[src/rtl/ptrbank_pkg.sv]
// Shared types for the pointer bank: operation codes, FSM states and the
// index-width derivation used to size op_idx / rd_idx.
package ptrbank_pkg;

  typedef enum logic [2:0] {
    OP_NOP    = 3'd0,
    OP_LDL    = 3'd1,
    OP_LDH    = 3'd2,
    OP_LDW    = 3'd3,
    OP_INC    = 3'd4,
    OP_DEC    = 3'd5,
    OP_ADDREL = 3'd6,
    OP_RSVD   = 3'd7
  } op_code_e;

  typedef enum logic {
    ST_IDLE = 1'b0,
    ST_FIX  = 1'b1
  } state_e;

  // Index width for a bank of num_ptr registers; never narrower than 1 bit.
  function automatic int calc_idx_w(input int num_ptr);
    return (num_ptr <= 2) ? 1 : $clog2(num_ptr);
  endfunction

endpackage

[src/rtl/ptr_addsub.sv]
// One byte slice of the pointer arithmetic: a + b + cin with carry out.
// Subtraction and signed offsets are expressed by the caller through b
// (all-ones for -1, sign-extension byte for the upper slice of ADDREL).
module ptr_addsub #(
  parameter int DATA_W = 8
) (
  input  logic [DATA_W-1:0] a,
  input  logic [DATA_W-1:0] b,
  input  logic              cin,
  output logic [DATA_W-1:0] sum,
  output logic              cout
);

  logic [DATA_W:0] full;

  // Widened add so the carry falls out as the top bit.
  assign full = {1'b0, a} + {1'b0, b} + {{DATA_W{1'b0}}, cin};
  assign {cout, sum} = full;

endmodule

[src/rtl/pointer_bank.sv]
// Bank of NUM_PTR pointers, each two BYTE_W halves, with byte loads, word
// load, increment/decrement and signed relative add.
// Build option POINTER_BANK_PAGE_PENALTY_EN: a page-crossing ADDREL spends
// an extra FIX cycle repairing the high half (low half written first).
// Without it every operation completes in one cycle and op_ready stays 1.
module pointer_bank
  import ptrbank_pkg::*;
#(
  parameter int BYTE_W  = 8,
  parameter int NUM_PTR = 3,
  parameter int IDX_W   = calc_idx_w(NUM_PTR)
) (
  input  logic                clk,
  input  logic                rst,
  input  logic                op_valid,
  output logic                op_ready,
  input  logic [2:0]          op_code,
  input  logic [IDX_W-1:0]    op_idx,
  input  logic [2*BYTE_W-1:0] op_data,
  input  logic [IDX_W-1:0]    rd_idx,
  output logic [2*BYTE_W-1:0] rd_ptr,
  output logic                done,
  output logic                page_cross,
  output logic                wrap,
  output logic                err
);

  localparam int PTR_W = 2 * BYTE_W;

`ifdef POINTER_BANK_PAGE_PENALTY_EN
  localparam bit PAGE_PENALTY = 1'b1;
`else
  localparam bit PAGE_PENALTY = 1'b0;
`endif

  logic [PTR_W-1:0]         ptr_q [NUM_PTR];
  state_e                   state;
  logic [IDX_W-1:0]         fix_idx;
  logic                     fix_neg;
  logic                     fix_wrap;

  op_code_e                 op;
  logic                     idx_ok;
  logic                     bad_op;
  logic                     accept;
  logic [PTR_W-1:0]         cur_ptr;
  logic [BYTE_W-1:0]        fix_hi;
  logic signed [BYTE_W-1:0] rel_off;

  logic [BYTE_W-1:0]        lo_a, lo_b, lo_sum, hi_a, hi_b, hi_ext, hi_sum;
  logic                     lo_cin, lo_cout, hi_cin, hi_cout, sub_neg;
  logic                     wrap_c, cross_c, go_fix;

  logic [IDX_W-1:0]         wr_sel;
  logic                     wr_lo, wr_hi;
  logic [BYTE_W-1:0]        wr_lo_val, wr_hi_val;

  assign op       = op_code_e'(op_code);
  assign rel_off  = op_data[BYTE_W-1:0];
  assign op_ready = (state == ST_IDLE);
  assign accept   = op_valid && op_ready;
  assign bad_op   = !idx_ok || (op == OP_RSVD);

  // Register-file read ports: operation target, FIX target and external read.
  always_comb begin
    cur_ptr = '0;
    fix_hi  = '0;
    rd_ptr  = '0;
    idx_ok  = 1'b0;
    for (int i = 0; i < NUM_PTR; i++) begin
      if (op_idx == IDX_W'(i)) begin
        cur_ptr = ptr_q[i];
        idx_ok  = 1'b1;
      end
      if (fix_idx == IDX_W'(i)) fix_hi = ptr_q[i][PTR_W-1:BYTE_W];
      if (rd_idx == IDX_W'(i))  rd_ptr = ptr_q[i];
    end
  end

  // Low-slice operands and the sign/extension byte for the high slice.
  always_comb begin
    lo_a    = cur_ptr[BYTE_W-1:0];
    lo_b    = '0;
    lo_cin  = 1'b0;
    hi_ext  = '0;
    sub_neg = 1'b0;
    case (op)
      OP_INC: lo_cin = 1'b1;
      OP_DEC: begin
        lo_b    = '1;
        hi_ext  = '1;
        sub_neg = 1'b1;
      end
      OP_ADDREL: begin
        lo_b    = rel_off;
        hi_ext  = {BYTE_W{rel_off[BYTE_W-1]}};
        sub_neg = rel_off[BYTE_W-1];
      end
      default: ;
    endcase
  end

  // In FIX the high slice is reused for the deferred +1/-1 on the stored target.
  assign hi_a   = (state == ST_FIX) ? fix_hi : cur_ptr[PTR_W-1:BYTE_W];
  assign hi_b   = (state == ST_FIX) ? {BYTE_W{fix_neg}} : hi_ext;
  assign hi_cin = (state == ST_FIX) ? ~fix_neg : lo_cout;

  ptr_addsub #(.DATA_W(BYTE_W)) u_add_lo (
    .a(lo_a), .b(lo_b), .cin(lo_cin), .sum(lo_sum), .cout(lo_cout)
  );

  ptr_addsub #(.DATA_W(BYTE_W)) u_add_hi (
    .a(hi_a), .b(hi_b), .cin(hi_cin), .sum(hi_sum), .cout(hi_cout)
  );

  // A negative addend wraps when no carry leaves the top; a positive one when it does.
  assign wrap_c  = sub_neg ? ~hi_cout : hi_cout;
  assign cross_c = (hi_sum != cur_ptr[PTR_W-1:BYTE_W]);
  assign go_fix  = PAGE_PENALTY && accept && !bad_op && (op == OP_ADDREL) && cross_c;

  // Decode which halves of which pointer are written this cycle.
  always_comb begin
    wr_sel    = op_idx;
    wr_lo     = 1'b0;
    wr_hi     = 1'b0;
    wr_lo_val = lo_sum;
    wr_hi_val = hi_sum;
    if (state == ST_FIX) begin
      wr_sel = fix_idx;
      wr_hi  = 1'b1;
    end else if (accept && !bad_op) begin
      case (op)
        OP_LDL: begin
          wr_lo     = 1'b1;
          wr_lo_val = op_data[BYTE_W-1:0];
        end
        OP_LDH: begin
          wr_hi     = 1'b1;
          wr_hi_val = op_data[BYTE_W-1:0];
        end
        OP_LDW: begin
          wr_lo     = 1'b1;
          wr_hi     = 1'b1;
          wr_lo_val = op_data[BYTE_W-1:0];
          wr_hi_val = op_data[PTR_W-1:BYTE_W];
        end
        OP_INC, OP_DEC: begin
          wr_lo = 1'b1;
          wr_hi = 1'b1;
        end
        OP_ADDREL: begin
          wr_lo = 1'b1;
          wr_hi = !go_fix;
        end
        default: ;
      endcase
    end
  end

  // Pointer storage, FSM and the registered completion pulse with its flags.
  always_ff @(posedge clk) begin
    if (rst) begin
      for (int i = 0; i < NUM_PTR; i++) ptr_q[i] <= '0;
      state      <= ST_IDLE;
      done       <= 1'b0;
      page_cross <= 1'b0;
      wrap       <= 1'b0;
      err        <= 1'b0;
    end else begin
      for (int i = 0; i < NUM_PTR; i++) begin
        if (wr_sel == IDX_W'(i)) begin
          if (wr_lo) ptr_q[i][BYTE_W-1:0]     <= wr_lo_val;
          if (wr_hi) ptr_q[i][PTR_W-1:BYTE_W] <= wr_hi_val;
        end
      end
      done       <= 1'b0;
      page_cross <= 1'b0;
      wrap       <= 1'b0;
      err        <= 1'b0;
      case (state)
        ST_FIX: begin
          state      <= ST_IDLE;
          done       <= 1'b1;
          page_cross <= 1'b1;
          wrap       <= fix_wrap;
        end
        default: begin
          if (op_valid) begin
            if (bad_op) begin
              done <= 1'b1;
              err  <= 1'b1;
            end else if (go_fix) begin
              state <= ST_FIX;
            end else begin
              done <= 1'b1;
              if (op == OP_INC || op == OP_DEC) wrap <= wrap_c;
              if (op == OP_ADDREL) begin
                page_cross <= cross_c;
                wrap       <= wrap_c;
              end
            end
          end
        end
      endcase
    end
  end

  // Context for the deferred high-half fix, captured when FIX is entered.
  always_ff @(posedge clk) begin
    if (go_fix) begin
      fix_idx  <= op_idx;
      fix_neg  <= sub_neg;
      fix_wrap <= wrap_c;
    end
  end

endmodule

[config.mk]
export PLATFORM = sky130hd
export DESIGN_NAME = pointer_bank
export DESIGN_NICKNAME = d
export VERILOG_FILES = /design/src/rtl/ptrbank_pkg.sv /design/src/rtl/ptr_addsub.sv /design/src/rtl/pointer_bank.sv
export SDC_FILE = /design/constraint.sdc
export NUM_CORES = 1
export LEC_CHECK = 0
export BUFFER_PORTS_ARGS = -buffer_cell sky130_fd_sc_hd__clkbuf_2
export CAP_MARGIN = 5
export CORE_ASPECT_RATIO = 1.4
export CORE_MARGIN = 1
export CORE_UTILIZATION = 35
export CTS_BUF_LIST = sky130_fd_sc_hd__clkbuf_4 sky130_fd_sc_hd__clkbuf_8 sky130_fd_sc_hd__clkbuf_16
export DETAILED_ROUTE_END_ITERATION = 16
export SETUP_SLACK_MARGIN = 0.3
export SLEW_MARGIN = 20
export SYNTH_ARGS = -nofsm -noshare
export SYNTH_HDL_FRONTEND = slang
export SYNTH_SLANG_ARGS = --single-unit
[constraint.sdc]
create_clock -name clk -period 4.3 [get_ports clk]
set_input_delay 0.43 -clock clk [delete_from_list [all_inputs] [get_ports clk]]
set_output_delay 0.43 -clock clk [all_outputs]
set_load 0.05 [all_outputs]
### After elaboration in Yosys (flattened, before gate mapping)

Memories as Yosys holds them, arrays and structs flattened.
Cells that the tools add are included.

* add/sub/neg operators: 4
* eq/ne operators: 12
* mux-type cells: 54
* bitwise logic cells: 9
* reduce and logical (&&, ||, !) cells: 13

Operator list (number)
* 16-bit two-way mux: 6
* 8-bit two-way mux: 9
* 8-bit case mux with 2 select lines: 3
* 1-bit two-way mux: 35
* 8-bit by 8-bit adder with 9-bit output: 2
* 9-bit by 1-bit adder with 9-bit output: 2
* 3-bit equality test (second input constant): 4
* 5-bit OR reduction: 2
* 8-bit inequality test: 1
* 3-bit by 2-bit equality test with 1-bit output (second input constant): 2
* 1-bit OR: 6
* 2-bit by 1-bit equality test with 1-bit output (second input constant): 2
* 2-bit equality test (second input constant): 2
* 2-bit zero test: 2
* 2-bit OR reduction: 2
* 4-bit OR reduction: 1
* 3-bit by 1-bit equality test with 1-bit output (second input constant): 1
* 1-bit NOT: 3
* 3-bit OR reduction: 1
* 1-bit zero test: 2
* 1-bit logical OR: 2
* 1-bit case mux with 2 select lines: 1
* 1-bit logical AND: 1

* register bits: 4
* bits in writable memories: 48
* input port bits: 26
* output and inout port bits: 21
* word-level logic and storage cells: 97
* memories kept: 1

Memories
* ptr_q: words 3, bits a word 16, rd ports 3, clocked after memory_dff 0, write ports 3, line pointer_bank.sv:36 `logic [PTR_W-1:0] ptr_q [NUM_PTR];`

### Longest topological paths before layout

* depth after elaboration: 14
* mapped depth: 24
* gate-level depth less buffers: 22

### Cells and area by module

Synthesis repeated with hierarchy kept, for this count alone.

* cells, all modules: 369
* area total of the unflattened synthesis: 3703.6 sq um

By module, submodules not included
* pointer_bank: times used 1, cells an instance 290, area each 3041.7 sq um
* ptr_addsub at u_add_lo: times used 1, cells an instance 41, area each 349.1 sq um
* ptr_addsub at u_add_hi: times used 1, cells an instance 38, area each 312.8 sq um

### Worst setup path before layout

No wires, ideal clock.

* kind: input to register
* start: input port op_idx[0]
* end: register page_cross
* library setup time: 0.125 ns
* arrival: 4.520 ns
* required time: 4.175 ns
* path slack: -0.345 ns
* cell stages on the path: 24
* path buffers: 3
* cells stage by stage: buf_4 > buf_6 > buf_2 > mux2i_1 > o21ai_0 > fa_1 > inv_1 > fa_1 > nor2b_1 > o21ai_0 > a21boi_1 > o21ai_0 > nand2b_1 > a21o_1 > a21oi_1 > fa_1 > fa_1 > nand2b_1 > a21oi_1 > o311a_1 > nor3_2 > xor2_1 > nor3_1 > a31oi_1

* longest elaborated chain between the ends: 8
* elaborated cells on any way between the ends: 17
* classes of those cells: 4 x add/sub; 3 x eq/ne; 6 x mux; 4 x reduce/logical

RTL lines
* start, declared: line pointer_bank.sv:18 `input logic [IDX_W-1:0] op_idx,`
* 2-bit zero test: line pointer_bank.sv:71 `if (op_idx == IDX_W'(i)) begin`
* 16-bit two-way mux (3 in a row): line pointer_bank.sv:71
* 8-bit by 8-bit adder with 9-bit output: line ptr_addsub.sv:17 `assign full = {1'b0, a} + {1'b0, b} + {{DATA_W{1'b0}}, cin};`
* 9-bit by 1-bit adder with 9-bit output (2 in a row): line ptr_addsub.sv:17
* 8-bit inequality test: line pointer_bank.sv:118 `assign cross_c = (hi_sum != cur_ptr[PTR_W-1:BYTE_W]);`
* end signal, assigned: line pointer_bank.sv:198 `page_cross <= cross_c;`
* end, declared: line pointer_bank.sv:23 `output logic page_cross,`

Parallel ways exist; a longest one is shown, timed or not.
A chain may end at the register's enable or synchronous reset.

### Worst setup path after layout

* start: input port op_code[1]
* end: register page_cross

* longest elaborated chain between the ends: 6
* elaborated cells on any way between the ends: 15
* classes of those cells: 4 x add/sub; 5 x eq/ne; 3 x mux; 1 x bitwise; 2 x reduce/logical

RTL lines
* start, declared: line pointer_bank.sv:17 `input logic [2:0] op_code,`
* 3-bit equality test, on equally long branches: line pointer_bank.sv:87, pointer_bank.sv:197
* 8-bit case mux with 2 select lines: line pointer_bank.sv:87 `case (op)`
* 8-bit by 8-bit adder with 9-bit output: line ptr_addsub.sv:17
* 9-bit by 1-bit adder with 9-bit output (2 in a row): line ptr_addsub.sv:17
* 8-bit inequality test: line pointer_bank.sv:118

Parallel ways exist; a longest one is shown, timed or not.

==> reports/qor.csv <==
stage,metric,value,unit
cells_and_area,n_fill_cell,1024,
cells_and_area,post-route-util,43.76,%
cts,cts_tree,yes,
synthesis,ys_types,52,
cells_and_area,drive_above_1_share,26.98,%
critical_path,critical_path.top_delay_family,adder cells,
cts,clk_pin_slew,0.07,ns
critical_path,cp.buffers_inverters,2,
synthesis,yosysWarningCount,0,
cts,clock_sinks,52,
synthesis,ys_ff_latch,52,
critical_path,path_cells,clkbuf_2 -> nor2b_4 -> nand2_2 -> a21boi_4 -> fa_2 -> inv_2 -> fa_2 -> nor2b_2 -> o21ai_2 -> a21boi_2 -> o21ai_1 -> nand2b_1 -> a21o_1 -> a21oi_2 -> fa_2 -> fa_2 -> nand2b_4 -> a21oi_2 -> xor2_1 -> xnor2_1 -> nand4_1 -> nor3_2 -> a31oi_1,
hold_path,hold_path_class,in -> reg,
drt,drcViolationCount,0,
floorplan,die_w,87.25,um
flow_run,maxCapViolations,0,
drt,drt_iter0_drc,117,
placement,hpwl,7.540,mm
critical_path,startpoint_type,primary input,
floorplan,die_y,121.3,um
placement,dpl_cell_area,4059,um^2
sta,clock_skew,0.005207,ns
cells_and_area,n_antenna_cell,0,
cells_and_area,area_growth,21.64,%
critical_path,crit_path_end_kind,register,
cts,htreeDepth,2,
drt,wl_per_cell,17.17,um
pwr,ir_worst_vdd,253.8,uV
sta,rsz0062_at_grt,yes,
synthesis,synth.cell_area,3561,um^2
sta,fin_crit_sh,90.73,%
drt,vias_per_cell,5.204,
sta,period_needed,3.901,ns
grt,antenna_found_initial,0,
critical_path,worst_ep_required_time,4.48,ns
cts,root_buffer,clkbuf_16,
grt,grt_max_degree,20,
floorplan,rows,43,
sta,maxSlewViolCount,0,
sta,final-setup-viol-count,0,
floorplan,start_util,35.97,%
synthesis,synth_top_flop_cell,edfxtp_1,
synthesis,syn_nets,415,
grt,grt_overflow_total,0,
cts,clkLatencyLatePin,0.29,ns
drt,ant_nets,0,
synthesis,synthArstFlopShare,0,%
pwr,power_density,329.0,nW/um^2
cells_and_area,multi_input_area,2017,um^2
floorplan,dieArea,10590,um^2
sta,finalHoldViolCount,0,
floorplan,io_pins,47,
placement,port_buffers,45,
floorplan,design.core.area,9899,um^2
critical_path,critPathMaxStageDelay,0.37,ns
grt,grt_pass1_vias,2896,
synthesis,syn_area_per_cell,9.598,um^2
run_status,status,finished clean,
pwr,p_leak,1.837,nW
grt,grt_use_total,19.10,%
cts,clockBufferDepth,2,
cells_and_area,final_nets,473,
cells_and_area,fin_area,4332,um^2
grt,grt_first_pass_wirelength,14.75,mm
synthesis,synthesis.instances,371,
drt,drt-pass1-iter-count,4,
critical_path,reg2reg_setup_slack,0.44,ns
cells_and_area,layout.cells.non_filler,565,
drt,drt_wl_total,9.703,mm
drt,via_count,2940,
sta,worstMarginPinSlew,0.6381,ns
critical_path,crit_fanout,3,
sta,max_freq,256.3,MHz
placement,place_congestion,0.8462,
critical_path,cp_data_arrival_time,4.08,ns
placement,dp_cells,554,
synthesis,synth_edf_count,48,
critical_path,crit_type,in -> reg,
cts,cts_made_buffers,5,
critical_path,crit_path_top_delay_cell,fa_2,
cells_and_area,seq_area,1521,um^2
synthesis,yosysSeqAreaShare,42.73,%
critical_path,path_common_cell,fa_2,
sta,max_slew_margin,57.01,%
-- synth_stat cells (all sizes together), types with 2 or more instances --
library cell | instances | area share [%]
fa | 4 | 2.2
clkbuf | 8 | 0.84
o31ai | 3 | 0.63
nand4 | 2 | 0.35
nor3 | 3 | 0.56
nand3b | 2 | 0.42
edfxtp | 48 | 40
nor4 | 2 | 0.53
nor2 | 39 | 4.2
buf | 11 | 1.9
nand3 | 3 | 0.56
dfxtp | 4 | 2.2
o41ai | 2 | 0.49
nand2 | 61 | 6.4
o21ai | 38 | 5.4
o21a | 3 | 0.63
nor2b | 7 | 1.2
or2 | 2 | 0.35
a22o | 2 | 0.49
mux2 | 2 | 0.63
xnor2 | 13 | 3.2
a21boi | 9 | 1.9
a21o | 2 | 0.42
inv | 9 | 0.95
nand2b | 5 | 0.88
xor2 | 5 | 1.2
a31oi | 2 | 0.35
a21oi | 17 | 2.4
mux2i | 38 | 11
ha | 14 | 4.9
-- routing by layer --
metal	wire length [um]	track usage [%]	share of wire, %	vias up
met5	0	0	0	-
met3	316	3.061	3.3	19
met1	3468	19.03	36	1412
li1	-	-	-	1442
met4	365	8.402	3.8	0
met2	5552	37.55	57	67
-- worst paths after layout --
check,from,end,cells after the start
max,op_code[1],page_cross,23
min,rst,wrap,2
max reg2reg,ptr_q[1][0],page_cross,21
min reg2reg,ptr_q[2][13],page_cross,4
-- power breakdown --
| part | internal [W] | switching (W) |
|---|---|---|
| Sequential | 0.000585 | 0.0000141 |
| Combinational | 0.000135 | 0.000230 |
| Clock | 0.000283 | 0.000178 |
-- placed cells by master, fill, tap and decap left out, types with 3 or more instances in the layout --
master     count
a21boi_0       7
a21oi_1       11
a21oi_2        6
buf_4         25
clkbuf_16      5
clkbuf_2      44
dfxtp_1        4
edfxtp_1      48
fa_2           4
ha_1          14
inv_1          7
mux2i_1       38
nand2_1       60
nand2b_1       3
nor2_1        36
nor2_2         3
nor2b_1        3
o21a_1         3
o21ai_0       28
o21ai_1        7
o21ai_2        3
xnor2_1       13
xor2_1         5
-- flip-flops by register name, indices dropped and copies added (netlist names) --
name,count
page_cross,1
err,1
wrap,1
done,1
ptr_q,48
-- metrics by stage --
stage	setup WS, ns	hold WS [ns]	total power [W]	TNS, ns
floorplan	0.1564	0.5008	0.0008578	0
global placement	0.04342	0.6927	0.0009555	0
detailed placement	-0.1131	0.6946	0.0009618	-0.2673
CTS	0.2983	0.3843	0.001423	0
global route	0.2021	0.4018	0.001482	0
finish	0.3988	0.3906	0.001425	0
-- area by class of cell --
cell class,instances,area share (%)
Inverter,9,0.7799
Clock buffer,6,3.062
Sequential cell,52,35.12
Clock inverter,2,0.8954
Tap cell,135,3.899
Multi-Input combinational cell,291,46.56
Timing Repair Buffer,70,9.676
-- cells by family (layout without fill, tap and decap cells) --
family | after synthesis | in the layout | share of synthesized area (%)
flip-flops | 52 | 52 | 42.73
XOR/XNOR | 18 | 18 | 4.427
multiplexers | 40 | 40 | 11.31
AO/OA/AOI/OAI | 85 | 85 | 14.44
other | 1 | 1 | 0.1053
buffers and inverters | 28 | 87 | 3.689
AND/OR/NAND/NOR | 129 | 129 | 16.13
adder cells (fa/ha/maj) | 18 | 18 | 7.168
-- timing repair --
item | in CTS | in global routing
pin swaps | 1 | 8
gates resized for setup | 2 | 19
setup endpoints to repair | 5 | 13
hold buffers | 0 | 0
setup buffers | 0 | 3
Power figures use the tool's default switching activity.
